[src/rtl/mvm3_requant_out.sv]
// Requantizes mvm3 y values to int8, buffers them in a small FIFO, and marks the last element of each vector.
// Optional macro RELU_EN clamps negative results to zero before they enter the FIFO.
module mvm3_requant_out #(
    parameter int IN_W    = 16,
    parameter int OUT_W   = 8,
    parameter int SHIFT   = 4,
    parameter int DEPTH   = 4,
    parameter int VEC_LEN = 3
) (
    input  logic             clk,
    input  logic             reset,
    input  logic             s_valid,
    output logic             s_ready,
    input  logic [IN_W-1:0]  data_in,
    input  logic             overflow_in,
    output logic             m_valid,
    input  logic             m_ready,
    output logic [OUT_W-1:0] data_out,
    output logic             m_last,
    output logic             sat
);

    localparam int PTR_W = (DEPTH > 1) ? $clog2(DEPTH) : 1;
    localparam int IDX_W = (VEC_LEN > 1) ? $clog2(VEC_LEN) : 1;

    localparam logic [PTR_W:0]         DEPTH_C  = (PTR_W+1)'(DEPTH);
    localparam logic [IDX_W-1:0]       IDX_LAST = IDX_W'(VEC_LEN - 1);
    localparam logic signed [IN_W:0]   ROUND_C  = (IN_W+1)'((1 << SHIFT) >> 1);
    localparam logic signed [IN_W:0]   MAX_C    = (IN_W+1)'((1 << (OUT_W - 1)) - 1);
    localparam logic signed [IN_W:0]   MIN_C    = (IN_W+1)'(-(1 << (OUT_W - 1)));
    localparam logic [OUT_W-1:0]       OUT_MAX  = {1'b0, {(OUT_W-1){1'b1}}};
    localparam logic [OUT_W-1:0]       OUT_MIN  = {1'b1, {(OUT_W-1){1'b0}}};

    logic signed [IN_W:0] wideIn;
    logic signed [IN_W:0] rounded;
    logic [OUT_W-1:0]     qData;
    logic                 qSat;

    logic [OUT_W-1:0] memData [DEPTH];
    logic             memLast [DEPTH];
    logic             memSat  [DEPTH];
    logic [PTR_W-1:0] wrPtr;
    logic [PTR_W-1:0] rdPtr;
    logic [PTR_W:0]   count;
    logic [IDX_W-1:0] vecIdx;
    logic             push;
    logic             pop;

    // The extra bit keeps the rounding add from wrapping at the top of the input range.
    always_comb begin
        wideIn  = {data_in[IN_W-1], data_in};
        rounded = (wideIn + ROUND_C) >>> SHIFT;
        qData   = rounded[OUT_W-1:0];
        qSat    = 1'b0;
        if (overflow_in) begin
            qSat  = 1'b1;
            qData = data_in[IN_W-1] ? OUT_MAX : OUT_MIN;
        end else if (rounded > MAX_C) begin
            qSat  = 1'b1;
            qData = OUT_MAX;
        end else if (rounded < MIN_C) begin
            qSat  = 1'b1;
            qData = OUT_MIN;
        end
`ifdef RELU_EN
        if (qData[OUT_W-1]) begin
            qData = '0;
            qSat  = 1'b0;
        end
`endif
    end

    assign s_ready = reset & (count < DEPTH_C);
    assign m_valid = (count != '0);
    assign push    = s_valid & s_ready;
    assign pop     = m_valid & m_ready;

    assign data_out = memData[rdPtr];
    assign m_last   = memLast[rdPtr];
    assign sat      = memSat[rdPtr];

    // Storage is cleared on reset so the idle outputs read as zero.
    always_ff @(posedge clk or negedge reset) begin
        if (!reset) begin
            for (int i = 0; i < DEPTH; i++) begin
                memData[i] <= '0;
                memLast[i] <= 1'b0;
                memSat[i]  <= 1'b0;
            end
        end else if (push) begin
            memData[wrPtr] <= qData;
            memLast[wrPtr] <= (vecIdx == IDX_LAST);
            memSat[wrPtr]  <= qSat;
        end
    end

    always_ff @(posedge clk or negedge reset) begin
        if (!reset) begin
            wrPtr  <= '0;
            rdPtr  <= '0;
            count  <= '0;
            vecIdx <= '0;
        end else begin
            if (push) begin
                wrPtr  <= wrPtr + 1'b1;
                vecIdx <= (vecIdx == IDX_LAST) ? '0 : vecIdx + 1'b1;
            end
            if (pop) begin
                rdPtr <= rdPtr + 1'b1;
            end
            if (push && !pop) begin
                count <= count + 1'b1;
            end else if (pop && !push) begin
                count <= count - 1'b1;
            end
        end
    end

endmodule

[config.mk]
export PLATFORM = sky130hd
export DESIGN_NAME = mvm3_requant_out
export DESIGN_NICKNAME = d
export VERILOG_FILES = /design/src/rtl/mvm3_requant_out.sv
export SDC_FILE = /design/constraint.sdc
export NUM_CORES = 1
export LEC_CHECK = 0
export CAP_MARGIN = 30
export CORE_ASPECT_RATIO = 1.4
export CORE_UTILIZATION = 45
export CTS_CLUSTER_SIZE = 16
export DETAILED_ROUTE_END_ITERATION = 7
export PLACE_DENSITY = 0.75
export SLEW_MARGIN = 20
export SYNTH_ARGS = -nofsm -noshare
export SYNTH_HDL_FRONTEND = slang
export SYNTH_SLANG_ARGS = --single-unit
[constraint.sdc]
create_clock -name clk -period 2.1 [get_ports clk]
set_input_delay 0.42 -clock clk [delete_from_list [all_inputs] [get_ports clk]]
set_output_delay 0.42 -clock clk [all_outputs]
set_load 0.01 [all_outputs]
==> summary.md, run 1 <==
| Metric | Value |
|---|---|
| Status | `finished, final reports clean` |
| Largest family of logic cells by synthesized area | `simple AND/OR/NAND/NOR gates` |
| DR WL/cell | `15.99 um` |
| Initial Util | `0.4657` |
| Dpl ws | `-709.8 ps` |
| CP arrival | `2290 ps` |
| CTS tree | `yes` |
| Post-layout min period | `2046 ps` |
| Post-Synth Adder-Cell Area | `0.03507` |
| Most frequent cells in the layout | `buf_4, dfrtp_1, nand2_1` |
| Synth Register Bits | `49` |
| # diodes | `0` |
| Synth Instances | `247` |
| Slowest stage delay, CP | `490 ps` |
| Die Y | `93.85 um` |
| Slowest CP cell | `or4_4` |
| RR Startpoint | `count[0]` |
| Most common library cell in the layout ignoring fill and taps | `buf_4` |
| Critical path, cell by cell | `buf_2 -> ha_4 -> and3_4 -> or4_4 -> a21boi_4 -> nor4_4 -> buf_12 -> nor4_2 -> buf_4 -> a22o_1` |
| Post-route ant nets | `0` |
| Seq/Total Area, Yosys | `0.4522` |
| Drt total wl | `6318 um` |
| Design area | `0.003632 mm^2` |
| Drt drc | `0` |
| WS Path Type | `input pin to flip-flop` |
| WP data required | `2350 ps` |
| Synthesized Nets | `275` |
| CTS sink cnt | `49` |
| VDD IR max | `0.0003948 V` |
| Worst Setup SP | `data_in[3]` |
| Fraction of registers with async set/reset | `1.000` |
| Buf/Inv on CP | `3` |
| Finish-stage setup viols | `0` |
| Pin count of the biggest net entering global routing | `50` |
| Number of synthesized flops with an enable pin | `0` |
| Crit path max fanout | `5` |
| RePlAce Congestion | `0.8394` |
| Max clock buf depth | `2` |
| Synth cell types | `55` |
| Number of antenna violations at the first check in global routing | `0` |
| Number of vias per cell | `5.618` |
| Slew at the pin closest to its max-slew limit | `602.9 ps` |
| Port bufs | `29` |
| Fin cells | `395` |
| Placement row count | `33` |
| Mux cell area share after synthesis | `0.09875` |
| Max-cap violations | `0` |
| Root buffer cell | `clkbuf_8` |
| Cell area power density | `1136 mW/mm^2` |
| First-pass GRT wire length | `10300 um` |
| I/O Pins | `33` |
| FMAX | `488.8 MHz` |
| Post-synthesis compound-gate area fraction | `0.1638` |
| Max-slew violation count | `0` |
| Fraction of layout cells with a size suffix above 1 | `0.3815` |
| Final setup margin | `53.96 ps` |
| Clock Latency Late Sink | `300 ps` |
| Startpoint types | `input pin` |
| Hold Vio Cnt, Final | `0` |
| H-tree depth | `2` |
| Drt pass-1 iters | `4` |
| Synthesized area | `0.002711 mm^2` |
| Placed instance count | `380` |
| Total congestion overflow | `0` |
| GRT Resource Usage Total | `0.2179` |
| Die X | `67.60 um` |
| P&R area growth vs syn | `33.96%` |
| Post-Route Skew | `3.790 ps` |
| Post-DP HPWL | `4861 um` |
| Rel. slew slack | `0.5981` |
| Final Power | `4.126 mW` |
| Xor/xnor share of the synthesized area | `0.03553` |
| Final Cycle Share | `0.9743` |
| Reg-to-reg slack, setup | `100 ps` |
| Core Area | `0.005822 mm^2` |
| Leakage | `1.612 nW` |
| CTS hold repair buffers | `0` |
| CTS Buf Count | `5` |
| Dpl cell area | `0.003443 mm^2` |
| Syn avg cell area | `10.98 um^2` |
| Clk slew on worst S/H paths | `90 ps` |
| Yosys warns | `0` |
| Die Area | `0.006344 mm^2` |
| Hold slack | `210.2 ps` |
| Final #Nets | `352` |
| RSZ-0062 raised after global routing | `true` |
| Worst hold path class | `input pin to asynchronous set/reset pin` |
| Top_reg_cell synth | `dfrtp_1` |
| Starting DRT DRC Count | `144` |
| Synth Area in Simple Gates | `0.1726` |
| Routed via count | `2219` |
| Crit end category | `flip-flop` |
| CP delay by family, top | `simple AND/OR/NAND/NOR gates` |
| Vias in the first global route | `2306` |
through the flow:
step                      TNS [ps]    util
after floorplan              -1066       -
after global placement      -18970  0.5914
after detailed placement    -20300  0.5914
after CTS                        0  0.6177
after global routing        -339.9  0.6239
final                            0  0.6239
repair_timing:
item | CTS | global route
setup buffers | 5 | 2
setup endpoints to repair | 42 | 30
pin swaps | 13 | 6
endpoints found under the hold margin | 0 | 0
resized for setup | 60 | 7
kinds of logic after synthesis:
group / Yosys count
DFF: 49
muxes: 14
and+or+nand+nor: 81
xor gates and xnor gates: 11
buffers and inverters: 22
adders and majority gates: 7
AOI/OAI and AO/OA: 63
Yosys cell counts, drive strengths merged, types with 2 or more instances:
cell    count  share of area
nor2       10          0.014
dfrtp      49           0.45
or4         5          0.019
inv         6         0.0083
nand3       3         0.0055
a22o       17          0.055
clkbuf     11          0.019
a32oi       2         0.0065
xor2        5          0.016
and3        2         0.0051
nor4        5          0.024
and4        3          0.011
mux2i       2         0.0074
xnor2       6          0.019
a21oi      10          0.018
mux2        2         0.0083
ha          6          0.028
and2        5          0.012
mux4       10          0.083
o21ai      22          0.042
nor2b       3         0.0069
nand2      33          0.046
buf         5          0.014
nand4       5          0.012
final timing paths:
| kind | endpoint | depth (start not counted) |
|---|---|---|
| setup / recovery | memData[29] | 10 |
| hold / removal | count[2] | 2 |
| setup reg to reg | count[2] | 8 |
| hold reg to reg | memLast[2] | 2 |
| max in group asynchronous | memData[8] | 2 |
| min in group clk | memLast[2] | 2 |
power breakdown:
group / switching, mW / leakage, nW / total (mW) / internal (mW)
clock network: 0.302 / 0.0574 / 0.689 / 0.387
registers: 0.260 / 0.609 / 1.63 / 1.37
logic: 0.772 / 0.945 / 1.80 / 1.03
worst register-to-register path, cell delays in order, from the launching register on:
cell and delay, ps:
dfrtp_1 390, or3_4 400, nand2_2 100, ha_1 170
inv_1 60, fa_1 370, xor2_1 150, nor2_1 130
xor2_1 150
per-layer routing:
layer,vias up,GRT usage,routed length (um),share of wire
li1,1065,-,-,-
met1,1099,0.2306,2391,0.38
met2,40,0.4043,3662,0.58
met3,15,0.03277,128,0.020
met4,0,0.09929,136,0.022
met5,-,0,0,0
final cells by class:
class | instances | area (um^2)
inverter | 6 | 22.52
timing repair buffer | 86 | 706.9
clock inverter | 2 | 37.54
fill | 444 | 2190
multi-input combinational | 176 | 1469
tap | 70 | 87.58
clock buffer | 6 | 82.58
sequential | 49 | 1226
flip-flops by register name (all words and copies together), names as in the netlist:
register,count
memLast,4
vecIdx,2
rdPtr,2
memSat,4
wrPtr,2
count,3
memData,32
Note: power is estimated with default switching activity, not from simulation.
==> run 2, diff against run 1 <==
--- a/config.mk
+++ b/config.mk
@@ -10,7 +10,8 @@
 export CORE_UTILIZATION = 45
 export CTS_CLUSTER_SIZE = 16
 export DETAILED_ROUTE_END_ITERATION = 7
-export PLACE_DENSITY = 0.75
+export PLACE_DENSITY = 0.73
+export SETUP_SLACK_MARGIN = 0.4
 export SLEW_MARGIN = 20
 export SYNTH_ARGS = -nofsm -noshare
 export SYNTH_HDL_FRONTEND = slang
==> constraint.sdc (replaced) <==
create_clock -name clk -period 2.3 [get_ports clk]
set_input_delay 0.46 -clock clk [delete_from_list [all_inputs] [get_ports clk]]
set_output_delay 0.46 -clock clk [all_outputs]
set_load 0.01 [all_outputs]
==> run 2 against run 1 <==
Critical path depth is 1 lower. First-iteration DRC count is 22% lower. Global-route usage is 1.4 points higher. Sequential share of layout area is 2.5 points lower. Clock skew is 3.8 ps higher. Count of clock-buffer cells in the layout stayed put.
==> summary.md, run 2 (synthesized netlist as in run 1, its figures left out) <==
| Metric | Value |
|---|---|
| Status | `finished, final reports clean` |
| Largest Register | `memData` |
| Root buffer cell | `clkbuf_8` |
| Net Sw Power | `1.353 mW (+1.4%)` |
| Initial Util | `0.4657 (unchanged)` |
| Biggest regs | `memData x32, memLast x4, memSat x4` |
| Logic gate share of total power | `0.496 (+0.059)` |
| P&R area growth vs syn | `44.62%` |
| Max-cap violations | `0 (unchanged)` |
| RSZ-0062 raised after global routing | `true` |
| # diodes | `0 (unchanged)` |
| Crit path max fanout | `6 (+1)` |
| Switching Fraction | `0.3383 (+0.01492)` |
| I/O Pins | `33 (unchanged)` |
| Slowest CP cell | `or4_4` |
| Vias in the first global route | `2311 (+0.22%)` |
| CTS sink cnt | `49 (unchanged)` |
| FMAX | `472.6 MHz` |
| VDD IR max | `0.0004517 V (+14%)` |
| Final Power | `4.000 mW (-3.0%)` |
| Post-route ant nets | `0 (unchanged)` |
| Routed via count | `2331 (+5.0%)` |
| Total congestion overflow | `0 (unchanged)` |
| Drt total wl | `7005 um (+11%)` |
| RR Startpoint | `count[2]` |
| Port bufs | `29 (unchanged)` |
| Rel. slew slack | `0.5882 (-0.009889)` |
| Clock share of power | `0.125 (-0.042)` |
| Slew at the pin closest to its max-slew limit | `614.9 ps (+12.05 ps)` |
| Post-DP HPWL | `4643 um (-4.5%)` |
| Pin count of the biggest net entering global routing | `50 (unchanged)` |
| GRT Resource Usage Total | `0.2320 (+0.01416)` |
| Multi-input gate area | `0.001600 mm^2 (+8.9%)` |
| Max clock buf depth | `2 (unchanged)` |
| Final Cycle Share | `0.9201` |
| Startpoint types | `input pin` |
| Sequential Power Share | `0.379 (-0.017)` |
| Largest register FFs | `32 (unchanged)` |
| Drt drc | `0 (unchanged)` |
| Post-Route Skew | `7.581 ps (+3.791 ps)` |
| Placement row count | `33 (unchanged)` |
| Drt pass-1 iters | `4 (unchanged)` |
| Slowest stage delay, CP | `560 ps (+70 ps)` |
| Cell internal pwr | `2.647 mW (-5.2%)` |
| Critical path, cell by cell | `buf_12 -> ha_4 -> and3_4 -> buf_6 -> o211ai_1 -> a32oi_2 -> and2_4 -> or4_4 -> o21ai_2` |
| CTS tree | `yes` |
| Max-slew violation count | `0 (unchanged)` |
| Number of antenna violations at the first check in global routing | `0 (unchanged)` |
| Core Area | `0.005822 mm^2 (unchanged)` |
| Clk slew on worst S/H paths | `90 ps (about the same)` |
| R2R depth | `8 (unchanged)` |
| WP data required | `2530 ps (+180 ps)` |
| H-tree depth | `2 (unchanged)` |
| Hold slack | `271.5 ps (+61.24 ps)` |
| RePlAce Congestion | `0.7992 (-4.8%)` |
| CTS hold repair buffers | `0 (unchanged)` |
| Dpl cell area | `0.003407 mm^2 (-1.1%)` |
| CP arrival | `2350 ps (+60 ps)` |
| Die Area | `0.006344 mm^2 (unchanged)` |
| Number of vias per cell | `5.756 (+2.5%)` |
| Crit end category | `flip-flop` |
| WS Path Type | `input pin to flip-flop` |
| Post-layout min period | `2116 ps` |
| Cell area power density | `1020 mW/mm^2 (-10%)` |
| Clock Latency Late Sink | `300 ps (about the same)` |
| First-pass GRT wire length | `10950 um (+6.3%)` |
| Starting DRT DRC Count | `113 (-22%)` |
| Finish-stage setup viols | `0 (unchanged)` |
| Die Y | `93.85 um (unchanged)` |
| Fraction of layout cells with a size suffix above 1 | `0.4657 (+0.08413)` |
| DR WL/cell | `17.30 um (+8.1%)` |
| Worst Setup SP | `data_in[3]` |
| Most common library cell in the layout ignoring fill and taps | `buf_4` |
| Die X | `67.60 um (unchanged)` |
| Capture point of the worst path | `memData[1]` |
| CTS Buf Count | `5 (unchanged)` |
| Hold Vio Cnt, Final | `0 (unchanged)` |
| Worst hold path class | `input pin to asynchronous set/reset pin` |
| Design area | `0.003921 mm^2 (+8.0%)` |
| Most frequent cells in the layout | `buf_4, dfrtp_1, nand2_1` |
| Final #Nets | `362 (+2.8%)` |
| R2R Path End | `count[2]` |
| Reg-to-reg slack, setup | `460 ps (+360 ps)` |
| Filler cells | `418 (-5.9%)` |
| FF+latch area | `0.001227 mm^2 (+0.10%)` |
| Leakage | `1.689 nW (+4.8%)` |
run 2: how the worst min path moves through the flow:
stage / from / to / cells after the start / slack, ps
detailed placement: memLast[0] / memLast[0] / 2 / 470
finish: reset / vecIdx[1] / 2 / 270
CTS: reset / memData[13] / 2 / 300
floorplan: reset / count[0] / 0 / 160
global route: reset / vecIdx[1] / 2 / 330
global placement: memData[23] / memData[23] / 2 / 460
run 2: cell type report:
type	count	area share
clock buffers	6	0.01851
inverters	6	0.005743
well taps	70	0.02234
flip-flops and latches	49	0.3130
multi-input cells	176	0.4081
clock inverters	2	0.003829
repair buffers	96	0.2285
run 2: critical path: cells and delay by family:
family	cells	cell delay (ps)
AOI/OAI and AO/OA	3	570
buffers and inverters	2	230
and+or+nand+nor	3	940
adders and majority gates	1	150
run 2: routing by layer:
layer | share of wire | track usage
met5 | 0 | 0
met4 | 0.024 | 0.09220
met3 | 0.026 | 0.02913
met2 | 0.57 | 0.4035
met1 | 0.38 | 0.2814
run 2: timing repair:
| action | in CTS | in global routing |
|---|---|---|
| pin swaps | 30 | 19 |
| gates cloned | 1 | 0 |
| setup endpoints to repair | 49 | 45 |
| gates resized for setup | 114 | 29 |
| setup buffers | 22 | 3 |
run 2: power by group through the flow:
| stage | combinational [mW] | clock (mW) | sequential [mW] |
|---|---|---|---|
| after global routing | 2.15 | 0.542 | 1.56 |
| after global placement | 1.61 | 0 | 1.52 |
| after detailed placement | 1.65 | 0 | 1.54 |
| final | 1.98 | 0.502 | 1.52 |
| after CTS | 1.80 | 0.508 | 1.50 |
| after floorplan | 1.04 | 0 | 1.44 |
run 2: stage by stage:
stage               TNS (ps)  std cells  utilization  setup slack [ps]
finish                     0        405       0.6735             183.9
global route               0        405       0.6735             149.8
CTS                        0        402       0.6463             201.9
detailed placement    -16560        371       0.5852            -571.3
global placement      -15200        371       0.5852            -531.7
floorplan             -48.01        247            -            -16.00
==> run 3, diff against run 2 <==
--- a/config.mk
+++ b/config.mk
@@ -10,7 +10,7 @@
 export CORE_UTILIZATION = 45
 export CTS_CLUSTER_SIZE = 16
 export DETAILED_ROUTE_END_ITERATION = 7
-export PLACE_DENSITY = 0.73
+export PLACE_DENSITY = 0.67
 export SETUP_SLACK_MARGIN = 0.4
 export SLEW_MARGIN = 20
 export SYNTH_ARGS = -nofsm -noshare
==> run 3 against run 2 <==
Design area is 1.7% lower. Largest power group unchanged. Combinational power fell by 6%. Via count down 2.1%. Total power down 2.9%. Die area unchanged. Final cell count up 0.99%.
==> summary.md, run 3 (synthesized netlist as in run 1, its figures left out) <==
| Metric | Value |
|---|---|
| Clock Latency Late Sink | `300 ps (about the same)` |
| Post-layout min period | `2060 ps (-55.92 ps)` |
| Dpl cell area | `0.003465 mm^2 (+1.7%)` |
| Routed via count | `2281 (-2.1%)` |
| Largest register FFs | `32 (unchanged)` |
| Most frequent cells in the layout | `buf_4, dfrtp_1, nand2_1` |
| Clk slew on worst S/H paths | `90 ps (about the same)` |
| Design area | `0.003856 mm^2 (-1.7%)` |
| Hold slack | `285.6 ps (+14.09 ps)` |
| Hold Vio Cnt, Final | `0 (unchanged)` |
| Leakage | `1.695 nW (+0.37%)` |
| Most common library cell in the layout ignoring fill and taps | `buf_4` |
| Fraction of layout cells with a size suffix above 1 | `0.4867 (+0.02105)` |
| Most used cell, CP | `buf_6` |
| Die Y | `93.85 um (unchanged)` |
| Status | `finished, final reports clean` |
| Max Used Layer | `met4` |
| R2R Path End | `count[2]` |
| Finish-stage setup viols | `0 (unchanged)` |
| # diodes | `0 (unchanged)` |
| WS Path Type | `flip-flop to primary output` |
| Post-Route Skew | `5.636 ps (-1.945 ps)` |
| Max clock buf depth | `2 (unchanged)` |
| Reg-to-reg slack, setup | `450 ps (about the same)` |
| RR Startpoint | `count[1]` |
| Capture point of the worst path | `data_out[5]` |
| Drt pass-1 iters | `4 (unchanged)` |
| Fin cells | `409 (+0.99%)` |
| DR WL met3 | `155 um (-14%)` |
| DR WL/cell | `15.95 um (-7.8%)` |
| Worst Setup SP | `rdPtr[0]` |
| H-tree depth | `2 (unchanged)` |
| P&R area growth vs syn | `42.22%` |
| Final Power | `3.885 mW (-2.9%)` |
| Slowest stage delay, CP | `500 ps (-60 ps)` |
| RSZ-0062 raised after global routing | `true` |
| Initial Util | `0.4657 (unchanged)` |
| Buf/Inv on CP | `3 (+1)` |
| Critical Path Stages | `4 (-5)` |
| CTS hold repair buffers | `0 (unchanged)` |
| Core Area | `0.005822 mm^2 (unchanged)` |
| Pin count of the biggest net entering global routing | `50 (unchanged)` |
| Placement row count | `33 (unchanged)` |
| Drt drc | `0 (unchanged)` |
| Number of vias per cell | `5.577 (-3.1%)` |
| VDD IR max | `0.0004034 V (-11%)` |
| Cell area power density | `1007 mW/mm^2 (-1.2%)` |
| CTS sink cnt | `49 (unchanged)` |
| Rel. slew slack | `0.5945 (+0.006324)` |
| Slew at the pin closest to its max-slew limit | `608.2 ps (-6.703 ps)` |
| CP delay by family, top | `multiplexers` |
| Dpl ws | `-562.2 ps (+9.188 ps)` |
| I/O Pins | `33 (unchanged)` |
| Max-slew violation count | `0 (unchanged)` |
| GRT Resource Usage Total | `0.2338 (+0.001796)` |
| Largest Register | `memData` |
| Crit end category | `primary output` |
| Starting DRT DRC Count | `116 (+2.7%)` |
| Final core utilization | `0.6624 (-0.01118)` |
| Final Cycle Share | `0.8957 (-0.02431)` |
| Final setup margin | `239.8 ps (+55.92 ps)` |
| CTS tree | `yes` |
| Total congestion overflow | `0 (unchanged)` |
| Die X | `67.60 um (unchanged)` |
| Post-DP HPWL | `4865 um (+4.8%)` |
| TNS Setup | `0 ps (unchanged)` |
| Startpoint types | `flip-flop` |
| Die Area | `0.006344 mm^2 (unchanged)` |
| DRT met1 WL | `2487 um (-7.4%)` |
| First-pass GRT wire length | `11210 um (+2.3%)` |
| Biggest regs | `memData x32, memLast x4, memSat x4` |
| Crit path max fanout | `6 (unchanged)` |
| Slowest CP cell | `mux4_2` |
| Met2 routed WL | `3670 um (-7.5%)` |
| Post-route ant nets | `0 (unchanged)` |
| R2R depth | `8 (unchanged)` |
| CTS Buf Count | `5 (unchanged)` |
| WP data required | `1840 ps (-690 ps)` |
| RePlAce Congestion | `0.8560 (+7.1%)` |
| Port bufs | `29 (unchanged)` |
| CP arrival | `1600 ps (-750 ps)` |
| Worst hold path class | `input pin to asynchronous set/reset pin` |
| Final #Nets | `366 (+1.1%)` |
| Vias in the first global route | `2420 (+4.7%)` |
| Root buffer cell | `clkbuf_8` |
| FMAX | `485.4 MHz (+2.7%)` |
| Critical path, cell by cell | `buf_6 -> buf_6 -> mux4_2 -> buf_6` |
| Max-cap violations | `0 (unchanged)` |
| Placed instance count | `382 (+3.0%)` |
| Number of antenna violations at the first check in global routing | `0 (unchanged)` |
| Drt total wl | `6522 um (-6.9%)` |
## run 3: changes by cell type in the layout (fill, tap and decap cells not counted), sizes merged
cell           change
dlygate4sd2        -3
clkbuf             +6
buf                +2
clkinvlp           -2
clkinv             +2
clkdlybuf4s15      -1
## run 3: layer usage
metal	up-vias	global-route usage
met5	-	0
met3	16	0.02184
met2	52	0.4134
met4	0	0.09929
li1	1092	-
met1	1121	0.2789
## run 3: area by class of cell
| class | instances | area [um^2] |
|---|---|---|
| fill | 431 | 1966 |
| multi-input combinational | 176 | 1587 |
| sequential | 49 | 1226 |
| timing repair buffer | 100 | 837.1 |
| tap | 70 | 87.58 |
| clock buffer | 6 | 82.58 |
| inverter | 6 | 22.52 |
| clock inverter | 2 | 13.76 |
## run 3: worst min path at each step
stage,startpoint,endpoint,slack [ps],depth (start not counted)
after detailed placement,memData[0],memData[0],470,2
after floorplan,reset,count[0],160,0
final,reset,memLast[0],290,2
after global routing,reset,memLast[2],350,2
after CTS,reset,count[1],310,2
after global placement,memData[23],memData[23],460,2
## run 3: report_power, final
part	switching, mW	leakage, nW	internal [mW]
Combinational	0.766	1.03	1.10
Clock	0.283	0.0512	0.244
Sequential	0.242	0.609	1.25
## run 3: repair_timing
item / CTS / global route
pin swaps: 34 / 22
setup buffers: 13 / 6
resized for setup: 105 / 36
endpoints found under the setup margin: 49 / 44
